## src/rtl/atp_cash_collector_if.sv

```systemverilog
// Cash collector bus: bill/start/cancel and validator note handshake in, status and totals out.
interface atp_cash_collector_if #(
    parameter int AMT_W = 11,
    parameter int TOT_W = 12
);
    logic             start;
    logic [AMT_W-1:0] bill_amount;
    logic             cancel;
    logic             note_valid;
    logic [2:0]       note_code;
    logic             note_ack;
    logic             note_reject;
    logic             busy;
    logic             done;
    logic             paid_ok;
    logic [TOT_W-1:0] tendered;
    logic [TOT_W-1:0] change;
    logic             refund;
    logic             error;

    modport master (
        output start, bill_amount, cancel, note_valid, note_code,
        input  note_ack, note_reject, busy, done, paid_ok, tendered, change, refund, error
    );

    modport slave (
        input  start, bill_amount, cancel, note_valid, note_code,
        output note_ack, note_reject, busy, done, paid_ok, tendered, change, refund, error
    );
endinterface

```

## src/rtl/atp_cash_collector.sv

```systemverilog
// Counts cash notes against a bill; reports tendered, change and paid/refund outcome. Optional idle abort: ATP_COLLECT_TIMEOUT_EN.
// Latency: note_ack/note_reject 1 cycle after sampling; done 2 cycles after the final note, 1 cycle after cancel.
// Backpressure: a held note_valid is sampled only while no response pulse is out, so each note is counted once.
module atp_cash_collector #(
    parameter int AMT_W       = 11,
    parameter int TOT_W       = 12,
    parameter int MAX_NOTES   = 15,
    parameter int TIMEOUT_CYC = 1000
) (
    input  logic                 clk,
    input  logic                 rst_n,
    atp_cash_collector_if.slave  bus
);
    localparam int CNT_W = $clog2(MAX_NOTES + 1);

    typedef enum logic [1:0] {IDLE, COLLECT, SETTLE, REFUND} state_t;

    state_t           state;
    logic [AMT_W-1:0] bill;
    logic [CNT_W-1:0] note_cnt;
    logic [TOT_W-1:0] tendered;
    logic [TOT_W-1:0] change;
    logic             note_ack;
    logic             note_reject;
    logic             busy;
    logic             done;
    logic             paid_ok;
    logic             refund;
    logic             error;

    function automatic logic [9:0] denom(input logic [2:0] code);
        case (code)
            3'd0:    denom = 10'd10;
            3'd1:    denom = 10'd20;
            3'd2:    denom = 10'd50;
            3'd3:    denom = 10'd100;
            3'd4:    denom = 10'd200;
            3'd5:    denom = 10'd500;
            default: denom = 10'd0;
        endcase
    endfunction

    logic           note_smp;
    logic [TOT_W:0] sum;
    logic           code_bad;
    logic           full;
    logic           take;
    logic           paid_now;
    logic           tmo_hit;

    assign note_smp = bus.note_valid && !note_ack && !note_reject;
    assign sum      = {1'b0, tendered} + (TOT_W+1)'(denom(bus.note_code));
    assign code_bad = bus.note_code[2] & bus.note_code[1];
    assign full     = (note_cnt == CNT_W'(MAX_NOTES));
    // Carry out of the accumulator means the note would overflow tendered.
    assign take     = note_smp && !code_bad && !full && !sum[TOT_W];
    assign paid_now = (sum >= (TOT_W+1)'(bill));

`ifdef ATP_COLLECT_TIMEOUT_EN
    localparam int TMO_W = (TIMEOUT_CYC > 2) ? $clog2(TIMEOUT_CYC) : 1;
    logic [TMO_W-1:0] tmo_cnt;

    always_ff @(posedge clk) begin
        if (!rst_n || state != COLLECT || take) begin
            tmo_cnt <= '0;
        end else begin
            tmo_cnt <= tmo_cnt + 1'b1;
        end
    end

    assign tmo_hit = (state == COLLECT) && (tmo_cnt == TMO_W'(TIMEOUT_CYC - 1));
`else
    logic unused_cfg;
    assign unused_cfg = (TIMEOUT_CYC == 0);
    assign tmo_hit    = 1'b0;
`endif

    always_ff @(posedge clk) begin
        if (!rst_n) begin
            state       <= IDLE;
            bill        <= '0;
            note_cnt    <= '0;
            tendered    <= '0;
            change      <= '0;
            note_ack    <= 1'b0;
            note_reject <= 1'b0;
            busy        <= 1'b0;
            done        <= 1'b0;
            paid_ok     <= 1'b0;
            refund      <= 1'b0;
            error       <= 1'b0;
        end else begin
            note_ack    <= 1'b0;
            note_reject <= 1'b0;
            done        <= 1'b0;
            refund      <= 1'b0;
            error       <= 1'b0;
            case (state)
                IDLE: begin
                    if (bus.start) begin
                        if (bus.bill_amount != '0) begin
                            bill     <= bus.bill_amount;
                            tendered <= '0;
                            change   <= '0;
                            paid_ok  <= 1'b0;
                            note_cnt <= '0;
                            busy     <= 1'b1;
                            state    <= COLLECT;
                        end else begin
                            error <= 1'b1;
                        end
                    end
                end
                COLLECT: begin
                    // Abort outcome is published on entry so done trails cancel by one cycle.
                    if (bus.cancel || tmo_hit) begin
                        note_reject <= note_smp;
                        change      <= tendered;
                        paid_ok     <= 1'b0;
                        refund      <= 1'b1;
                        done        <= 1'b1;
                        error       <= tmo_hit;
                        state       <= REFUND;
                    end else if (take) begin
                        tendered <= sum[TOT_W-1:0];
                        note_cnt <= note_cnt + 1'b1;
                        note_ack <= 1'b1;
                        if (paid_now) begin
                            state <= SETTLE;
                        end
                    end else if (note_smp) begin
                        note_reject <= 1'b1;
                    end
                end
                SETTLE: begin
                    change  <= tendered - TOT_W'(bill);
                    paid_ok <= 1'b1;
                    done    <= 1'b1;
                    busy    <= 1'b0;
                    state   <= IDLE;
                end
                REFUND: begin
                    busy  <= 1'b0;
                    state <= IDLE;
                end
                default: begin
                    busy  <= 1'b0;
                    state <= IDLE;
                end
            endcase
        end
    end

    assign bus.note_ack    = note_ack;
    assign bus.note_reject = note_reject;
    assign bus.busy        = busy;
    assign bus.done        = done;
    assign bus.paid_ok     = paid_ok;
    assign bus.tendered    = tendered;
    assign bus.change      = change;
    assign bus.refund      = refund;
    assign bus.error       = error;
endmodule

```

## src/flat_wrapper.sv

```systemverilog
// flat-port wrapper written by rule: the top's interface ports become plain ports
module atp_cash_collector_flat 
#(
    parameter int AMT_W       = 11,
    parameter int TOT_W       = 12,
    parameter int MAX_NOTES   = 15,
    parameter int TIMEOUT_CYC = 1000
)
  (clk, rst_n, bus_start, bus_bill_amount, bus_cancel, bus_note_valid, bus_note_code, bus_note_ack, bus_note_reject, bus_busy, bus_done, bus_paid_ok, bus_tendered, bus_change, bus_refund, bus_error);
  atp_cash_collector_if #(.AMT_W(AMT_W), .TOT_W(TOT_W)) bus_i ();
  input  logic clk;
  input  logic rst_n;
  input wire logic [$bits(bus_i.start)-1:0] bus_start;
  input wire logic [$bits(bus_i.bill_amount)-1:0] bus_bill_amount;
  input wire logic [$bits(bus_i.cancel)-1:0] bus_cancel;
  input wire logic [$bits(bus_i.note_valid)-1:0] bus_note_valid;
  input wire logic [$bits(bus_i.note_code)-1:0] bus_note_code;
  output wire logic [$bits(bus_i.note_ack)-1:0] bus_note_ack;
  output wire logic [$bits(bus_i.note_reject)-1:0] bus_note_reject;
  output wire logic [$bits(bus_i.busy)-1:0] bus_busy;
  output wire logic [$bits(bus_i.done)-1:0] bus_done;
  output wire logic [$bits(bus_i.paid_ok)-1:0] bus_paid_ok;
  output wire logic [$bits(bus_i.tendered)-1:0] bus_tendered;
  output wire logic [$bits(bus_i.change)-1:0] bus_change;
  output wire logic [$bits(bus_i.refund)-1:0] bus_refund;
  output wire logic [$bits(bus_i.error)-1:0] bus_error;
  assign bus_i.start = bus_start;
  assign bus_i.bill_amount = bus_bill_amount;
  assign bus_i.cancel = bus_cancel;
  assign bus_i.note_valid = bus_note_valid;
  assign bus_i.note_code = bus_note_code;
  assign bus_note_ack = bus_i.note_ack;
  assign bus_note_reject = bus_i.note_reject;
  assign bus_busy = bus_i.busy;
  assign bus_done = bus_i.done;
  assign bus_paid_ok = bus_i.paid_ok;
  assign bus_tendered = bus_i.tendered;
  assign bus_change = bus_i.change;
  assign bus_refund = bus_i.refund;
  assign bus_error = bus_i.error;
  atp_cash_collector #(.AMT_W(AMT_W), .TOT_W(TOT_W), .MAX_NOTES(MAX_NOTES), .TIMEOUT_CYC(TIMEOUT_CYC)) u_core (.clk(clk), .rst_n(rst_n), .bus(bus_i));
endmodule
```

## config.mk

```make
export PLATFORM = sky130hd
export DESIGN_NAME = atp_cash_collector_flat
export DESIGN_NICKNAME = d
export VERILOG_FILES = /design/src/rtl/atp_cash_collector_if.sv /design/src/rtl/atp_cash_collector.sv /design/src/flat_wrapper.sv
export SDC_FILE = /design/constraint.sdc
export NUM_CORES = 1
export LEC_CHECK = 0
export ABC_CLOCK_PERIOD_IN_PS = 5900
export BUFFER_PORTS_ARGS = -buffer_cell sky130_fd_sc_hd__buf_2
export CORE_UTILIZATION = 64
export CTS_BUF_LIST = sky130_fd_sc_hd__clkbuf_4 sky130_fd_sc_hd__clkbuf_8
export CTS_CLUSTER_DIAMETER = 60
export DETAILED_ROUTE_END_ITERATION = 10
export PLACE_DENSITY_LB_ADDON = 0.15
export SLEW_MARGIN = 20
export SYNTH_ARGS = -nofsm -noshare
export SYNTH_HDL_FRONTEND = slang
export SYNTH_SLANG_ARGS = --single-unit
```

## constraint.sdc

```tcl
create_clock -name clk -period 5.9 [get_ports clk]
set_input_delay 0.295 -clock clk [delete_from_list [all_inputs] [get_ports clk]]
set_output_delay 0.295 -clock clk [all_outputs]
set_load 0.02 [all_outputs]
```

**Word-level counts from Yosys, hierarchy flattened**

Cells that the tools add are included.

- Memory bits (writable): 0
- Latch bits: 0
- Output and inout port bits: 31
- Flip-flop bits (word level): 48
- Logic and storage cells: 93
- Memories: 0
- Bits of input ports: 19
- Memory bits (read-only): 0

- Eq/ne operators: 16
- Reductions and logical operators: 25
- Shift-type cells: 0
- $add $sub $neg: 3
- Multiplexer cells: 33
- Multiply operators: 0
- Bitwise logic cells: 3
- Div/mod/pow operators: 0
- $lt $le $gt $ge: 1

Operator list:

| cell | count |
|---|---|
| 2-to-1 mux 12 bit | 5 |
| one-hot mux 9 bit (6 select lines) | 1 |
| one-hot mux 12 bit (3 select lines) | 1 |
| one-hot mux 12 bit (2 select lines) | 1 |
| 2-to-1 mux 4 bit | 4 |
| adder 12 x 9 -> 13 bit | 1 |
| greater-or-equal comparator 13 x 11 -> 1 bit | 1 |
| subtractor 12 x 11 -> 12 bit | 1 |
| 2-to-1 mux 1 bit | 11 |
| nonzero test 11 bit | 1 |
| 2-to-1 mux 2 bit | 5 |
| AND reduction 3 bit | 3 |
| one-hot mux 4 bit (2 select lines) | 1 |
| AND reduction 4 bit | 2 |
| equality test 3 x 2 -> 1 bit, second input constant | 2 |
| equality test 3 bit, second input constant | 2 |
| != test 2 bit, second input constant | 3 |
| != test 3 x 2 -> 1 bit, second input constant | 2 |
| one-hot mux 2 bit (3 select lines) | 1 |
| logical AND 1 bit | 5 |
| logical NOT 1 bit | 5 |
| AND reduction 5 bit | 1 |
| adder 4 x 1 -> 4 bit, second input constant | 1 |
| equality test 2 bit, second input constant | 2 |
| 15 further kinds | 19 |

**Depth between registers and ports, before layout**

Gate-level depths: netlist (run 1).

- Depth in word-level cells: 9
- Depth in mapped cells: 14
- Depth with buffers taken out: 13

**Worst setup path before layout (run 1)**

No wires, ideal clock.

- Path kind: input -> register
- From: in bus_note_code[1]
- To: reg u_core.state[1]
- Data required time: 5.778 ns
- Arrival time: 2.924 ns
- Setup slack: 2.853 ns
- Buffers on the path: 1
- Library setup time: 0.122 ns
- Cell stages on the path: 14
- Cell sequence: clkbuf_1 > nand2_1 > and2_1 > ha_1 > a21o_1 > and4_1 > o2111a_1 > a211oi_1 > ha_1 > a211oi_1 > o21ai_0 > o2111ai_1 > nand4_1 > o2bb2ai_1

- Longest elaborated chain between the ends: 7
- Elaborated cells on any way between the ends: 18
- Those cells by class: add/sub (1); order compare (1); eq/ne (7); mux (1); bitwise (1); reduce/logical (7)

Ends and longest elaborated chain:

| item | line | RTL |
|---|---|---|
| start, declared | flat_wrapper.sv:17 | `input wire logic [$bits(bus_i.note_code)-1:0] bus_note_code;` |
| parallel branches: the longest is 6 deep, another holds adder 12 x 9 -> 13 bit | -- |  |
| AND reduction 4 bit (no line) (*) | -- |  |
| end signal, assigned | atp_cash_collector.sv:80 | `state <= IDLE;` |
| end signal, assigned | atp_cash_collector.sv:108 | `state <= COLLECT;` |
| end signal, assigned | atp_cash_collector.sv:123 | `state <= REFUND;` |
| end, declared | atp_cash_collector.sv:18 | `state_t state;` |

Every way passes the cells marked *.
A chain may end at the register's enable or synchronous reset.

**Worst setup path after layout (run 1)**

- From: reg u_core.tendered[1] (netlist: u_core.bus.tendered[1])
- To: reg u_core.state[1]

- Longest elaborated chain between the ends: 5
- Elaborated cells on any way between the ends: 7
- Those cells by class: add/sub (1); order compare (1); eq/ne (2); reduce/logical (3)

Ends and longest elaborated chain:

| item | line | RTL |
|---|---|---|
| start, declared | atp_cash_collector.sv:21 | `logic [TOT_W-1:0] tendered;` |
| start signal, assigned | atp_cash_collector.sv:125 | `tendered <= sum[TOT_W-1:0];` |
| adder 12 x 9 -> 13 bit (*) | atp_cash_collector.sv:52 | `assign sum = {1'b0, tendered} + (TOT_W+1)'(denom(bus.note_code));` |
| parallel branches: the longest is 3 deep, another holds greater-or-equal comparator 13 x 11 -> 1 bit | -- |  |
| AND reduction 4 bit (no line) (*) | -- |  |

Marks and branches as above.

==> impl_results.md, run 1 <==
- Status: finished, final reports clean
- # diodes: 0
- Synth area leaders: dfxtp_1 28%, ha_1 12%, nand2_1 4.7%
- Yosys reg bits: 47
- Final period util: approximately half
- Hold Fails Final Rpt: 0
- Yosys warnings: 0
- Die Wd: 73.9 microns
- GRT overflow: 0
- CTS tree: built
- Asr flop ratio synth: 0%
- Post-synthesis sequential area ratio: between 20% and 30%
- CTS Buffer Depth: 2
- DR vias: 3200
- ANT nets after route: 0
- Total GRT Usage: about a third
- Core region area: around 0.0048 sq mm
- Vias in the first global route: 2818
- Fmax: between 300 and 400 MHz
- Largest net degree at the start of global routing: 21
- DRC viols: 0
- Yosys top cell by area: dfxtp_1
- Setup Buffers After CTS: 0
- RSZ-0062 raised after global routing: no
- Crit path kind: register to register
- Setup TNS Final: 0 ps
- LEAKAGE: 0.00157 uW
- DRT Pass-1 Iters: 5
- Skew-Pair Late Insertion Delay: 310 ps
- Most numerous cell in the Yosys netlist: dfxtp_1
- Worst min path class: primary input to register
- Routability Congestion: 0.930
- CP Launch Point: u_core.bus.tendered[1]
- Post-route cell area: 0.00364 sq mm
- Clock Sinks: 47
- Synthesized Nets: 461
- Row count: 25
- Critical Path End Type: register
- Avg Cell Area, Syn: 8.12 sq um
- Final setup viols: 0
- Max-Slew Margin vs Limit: 38.6%
- Post-Synthesis Cells: 407
- Maximum VDD drop: about 0.00029 V
- Initial Util: about two thirds
- CTS Hold Bufs: 0
- Root buffer cell: clkbuf_8
- Non-Filler Instances: 512
- Startpoint of the worst register-to-register path: u_core.bus.tendered[1]
- Max Cap Viol: 0
- CTS Buf Count: 5
- CTS HTree Levels: 2
- Most used flip-flop cell after synthesis: dfxtp_1
- Yosys cell types: 62
- Slew @ Worst Pin: 916 ps
- Overall Power: just under 2000 uW
- Worst path arrival time: 3150 ps
- Layout area overhead: 10.3%
- Startpoint class of the critical path: register
- P per Cell Area: 542 mW/mm^2
- Via density per instance: 6.25
- Top-area cell type share of the netlist area: 28.5%
- Chip Height: 73.9 microns
- Hold Path Origin: bus_bill_amount[0]
- Post-DP Area: 0.00354 sq mm
- Initial antenna violation count: 0
- DPL Wire Length: 6110 microns
- I/O Buffers: 48
- Mapped Area: 0.00330 sq mm
- CP Max Fanout: 6
- First-pass GRT wire length: 13100 microns
- Tmin final: 2950 ps
- EDFF count, synth: 0
- # IOs: 50
- Crit path required time: 6100 ps
- WL final: 8180 microns
- Fin nets: 498
- Post-CTS sizing: 0
- Skew final: 7.07 ps
- Dpl cells: 504
- Hold Slack: 235 ps
- Max-slew violations: 0
- Starting DRT DRC Count: 308
- Layout cell share with drive strength beyond 1: 13.9%
- Die area: 0.00545 sq mm
- Wire length per cell: 16.0 microns
- Clock transition at path regs: around 90 ps
- Post-synth top cells: 47 x dfxtp_1, 41 x nand2_1, 33 x ha_1
-- metrics by stage --
step | setup WS, ps | util [%]
finish | 2950 | 75.2
global route | 2750 | 75.2
CTS | 2980 | 75.2
global placement | 2790 | 73.0
floorplan | 2850 | -
detailed placement | 2730 | 73.0
-- worst paths after layout --
check | endpoint | slack (ps) | depth (start not counted)
max reg2reg | u_core.state[1] | 2950 | 12
min reg2reg | u_core.bus.change[1] | 450 | 2
min | u_core.bill[0] | 240 | 3
max | u_core.state[1] | 2950 | 12
-- cell usage in the layout (no fill, tap or decap), drive strengths merged, types with 2 or more instances in the layout --
master / count
buf: 48
dfxtp: 47
nand2: 42
ha: 33
a21oi: 29
nor2: 29
o21ai: 28
inv: 24
nand3: 17
a211oi: 15
mux2i: 13
a2bb2oi: 9
clkbuf: 8
xnor2: 7
nor3: 7
o21a: 6
and2: 6
nor2b: 5
nor4: 5
and3: 5
o211ai: 5
o21bai: 4
nand2b: 4
a31oi: 4
a21o: 3
xor2: 3
o2111ai: 3
or3: 3
nor3b: 2
a2111o: 2
a22o: 2
a32oi: 2
a22oi: 2
fa: 2
a221oi: 2
-- final cells by class --
type	instances	area, sq um
inverter	24	90.1
clock buffer	8	104
multi-input combinational	318	2190
timing repair buffer	48	240
tap	67	83.8
fill	376	1200
sequential	47	941
-- metal layers --
layer / routed length, microns / GRT usage (%) / up-vias
met3: 519 / 5.21 / 14
met1: 3760 / 42.6 / 1493
met2: 3760 / 51.1 / 130
met5: 0 / 0 / -
li1: - / - / 1563
met4: 148 / 10.9 / 0
-- state kept, by name, indices dropped and copies added (netlist names) --
signal,cells
u_core.bus.busy,1
u_core.bus.note_reject,1
u_core.note_cnt,4
u_core.bus.refund,1
u_core.bill,11
u_core.bus.done,1
u_core.state,2
u_core.bus.change,12
u_core.bus.tendered,11
u_core.bus.note_ack,1
u_core.bus.error,1
u_core.bus.paid_ok,1
-- cell families (layout without fill, tap and decap cells) --
kind of cell | after synthesis | in the layout | synth area share (%)
buffers and inverters | 42 | 80 | 5.38
multiplexers | 14 | 14 | 4.28
AND/OR/NAND/NOR | 132 | 132 | 19.5
XOR/XNOR | 10 | 10 | 2.65
flip-flops | 47 | 47 | 28.5
AO/OA/AOI/OAI | 126 | 126 | 25.9
adder cells (fa/ha/maj) | 35 | 35 | 13.7
other | 1 | 1 | 0.113
-- critical path: stages (launching register included) --
cell and delay, ps:
dfxtp_1 390, ha_1 260, fa_1 410, a21oi_1 300
o21ai_0 140, a21oi_1 200, xnor2_1 110, ha_1 200
a211oi_1 210, o21ai_0 110, o2111ai_1 200, nand4_1 160
o2bb2ai_1 150
-- report_power, final --
| group | leakage, uW | switching (uW) | internal, uW |
|---|---|---|---|
| clock network | 0.0000549 | 115 | 112 |
| registers | 0.000384 | 94.4 | 402 |
| logic | 0.00113 | 747 | 505 |
Power figures use the tool's default switching activity.
==> run 2, diff against run 1 <==
Settings changed: ABC_AREA set to 1, ABC_CLOCK_PERIOD_IN_PS 5900 to 3020, CORE_UTILIZATION 64 to 60.
Clock period 5.9 ns to 3.02 ns, I/O delays scaled along.
==> run 2 against run 1 <==
Worst hold slack worse by 190 ps. Clock power is 120% higher. Non-clock buffer count is 3 higher. Via count is 15% higher. Critical path depth is 6 higher. Highest routed layer unchanged. Sequential power is 88% higher. Synthesized cell count is 36% higher. Synthesized area is 8.8% higher. Global-route usage is 1.4 points higher. Flip-flop and latch count stayed put.
==> impl_results.md, run 2 <==
- Status: finished, final reports clean
- Synthesized Nets: 608
- Final worst slack: 229 ps
- Worst path arrival time: 3010 ps
- Initial Util: approximately 64%
- ANT nets after route: 0
- Most common cell after layout, fill and taps aside: nand2_1
- Clock transition at path regs: 100 ps
- Asr flop ratio synth: 0%
- Final setup viols: 0
- Worst slack at placement: 141 ps
- Top Registers: u_core.bus.change x12, u_core.bill x11, u_core.bus.tendered x11
- LEAKAGE: roughly 0.0022 uW
- Die area: 0.00631 sq mm
- Routability Congestion: just under 1
- Synth area leaders: dfxtp_1 26%, nand2_1 17%, ha_1 11%
- Most frequent cells in the layout: 166 x nand2_1, 83 x inv_1, 52 x nor2_1, 48 x buf_2, 46 x dfxtp_1
- Yosys warnings: 0
- Layout area overhead: 10.6%
- Fmax: 358 MHz
- Top reg by flops: u_core.bus.change
- First-pass GRT wire length: 15900 microns
- Most numerous cell in the Yosys netlist: nand2_1
- Total GRT Usage: about a third
- Post-synthesis sequential area ratio: 26.2%
- Avg Cell Area, Syn: 6.49 sq um
- Max-Slew Margin vs Limit: a little under three fifths
- EDFF count, synth: 0
- Max-slew violations: 0
- Fill count: 499
- Layout cell share with drive strength beyond 1: approximately 15%
- Largest net degree at the start of global routing: 23
- Setup TNS Final: 0 ps
- Clock Sinks: 47
- Vias in the first global route: 3368
- Max Cap Viol: 0
- Post-synth top cells: 166 x nand2_1, 83 x inv_1, 52 x nor2_1
- Overall Power: approximately 4400 uW
- P per Cell Area: between 1000 and 1500 mW/mm^2
- GRT overflow: 0
- # IOs: 50
- Crit path kind: register to register
- RSZ-0062 raised after global routing: no
- CTS tree: built
- Worst min path class: primary input to register
- Core region area: 0.00564 sq mm
- Starting DRT DRC Count: 245
- Top-area cell type share of the netlist area: between 20% and 30%
- Slew @ Worst Pin: between 600 and 700 ps
- Most used flip-flop cell after synthesis: dfxtp_1
- CP Max Fanout: 6
- Chip Height: 79.4 microns
- Fin nets: 651
- Final period util: 92.4%
- Startpoint class of the critical path: register
- Row count: 27
- DRC viols: 0
- Post-Synthesis Cells: 554
- Skew-Pair Late Insertion Delay: 310 ps
- Hold Fails Final Rpt: 0
- CTS HTree Levels: 2
- Root buffer cell: clkbuf_8
- DPL Wire Length: ~7800 microns
- Die Wd: between 70 and 80 microns
- Hold Slack: about 43 ps
- # diodes: 0
- CTS Buf Count: 5
- Initial antenna violation count: 0
- DRT Pass-1 Iters: 5
- Tmin final: ~2800 ps
- Yosys cell types: 40
- Via density per instance: 5.48
- Mapped Area: around 0.0036 sq mm
- CTS Buffer Depth: 2
- Wire length per cell: 14.6 microns
- Crit path required time: approximately 3200 ps
- Critical Path End Type: register
- Skew final: 6.50 ps
- WL final: 9780 microns
- Max reg flops: 12
- I/O Buffers: 48
- Yosys reg bits: 47
- Maximum VDD drop: 0.000575 V
- Yosys top cell by area: dfxtp_1
- DR vias: 3674
run 2: through the flow:
stage / area, sq um / cells / utilization [%]
2_1_floorplan: 3600 / 554 / -
3_3_place_gp: 3850 / 662 / 68.2
3_5_place_dp: 3850 / 662 / 68.2
4_1_cts: 3970 / 670 / 70.3
5_1_grt: 3980 / 670 / 70.5
6_report: 3980 / 670 / 70.5
run 2: cell type report:
class	instances	area (sq um)	share of cell area, %
Clock buffer	6	82.6	2.08
Tap cell	72	90.1	2.26
Multi-Input combinational cell	405	2240	56.2
Timing Repair Buffer	51	263	6.60
Sequential cell	47	942	23.7
Clock inverter	2	38.8	0.975
Inverter	87	327	8.21
run 2: worst paths after layout:
path	from	to	slack, ps	cells past startpoint
min	bus_cancel	u_core.bus.note_ack	40	2
max reg2reg	u_core.bus.tendered[3]	u_core.state[1]	230	18
min reg2reg	u_core.bus.change[9]	u_core.bus.change[9]	470	2
max	u_core.bus.tendered[3]	u_core.state[1]	230	18
run 2: routing by layer:
layer	global-route usage (%)	share of wire [%]	vias up
met2	54.1	44	193
li1	-	-	1842
met4	15.5	3.9	0
met1	42.0	44	1601
met5	0	0	-
met3	6.06	7.9	38
run 2: cells by family (layout without fill, tap and decap cells):
family                     count (synthesis)  count (layout)  share of synthesized area [%]
DFF                                       47              47                           26.2
other                                      1               1                          0.104
xor gates and xnor gates                  10              10                           2.44
and+or+nand+nor                          276             276                           34.2
AOI/OAI and AO/OA                         83              83                           12.6
buffers and inverters                    102             146                           11.9
adders and majority gates                 35              35                           12.6
run 2: power by group:
| part | switching [uW] | internal, uW | leakage [uW] | total, uW |
|---|---|---|---|---|
| combinational | 1940 | 987 | 0.00171 | 2920 |
| clock | 236 | 273 | 0.0000618 | 508 |
| sequential | 158 | 777 | 0.000385 | 936 |
| total | 2330 | 2040 | 0.00216 | 4370 |
run 2: what timing repair did:
| action | CTS | global route |
|---|---|---|
| hold endpoints to repair | 0 | 0 |
| hold buffers | 0 | 0 |
| setup buffers | 0 | 0 |
| resized for setup | 0 | 4 |
| setup endpoints to repair | 0 | 2 |
run 2: worst max-delay path, cell delays in order, from the launching register on:
cell,delay [ps]
dfxtp_1,450
ha_1,370
a21oi_2,190
nand2_1,140
a21oi_1,200
xnor2_1,180
ha_1,290
nand2_1,110
inv_1,60
nand2_1,60
nand2_1,40
nor2_1,100
nand2_1,60
nand2_1,60
nand3_1,110
nand2_1,100
nand3_1,70
nand3_1,70
inv_1,40
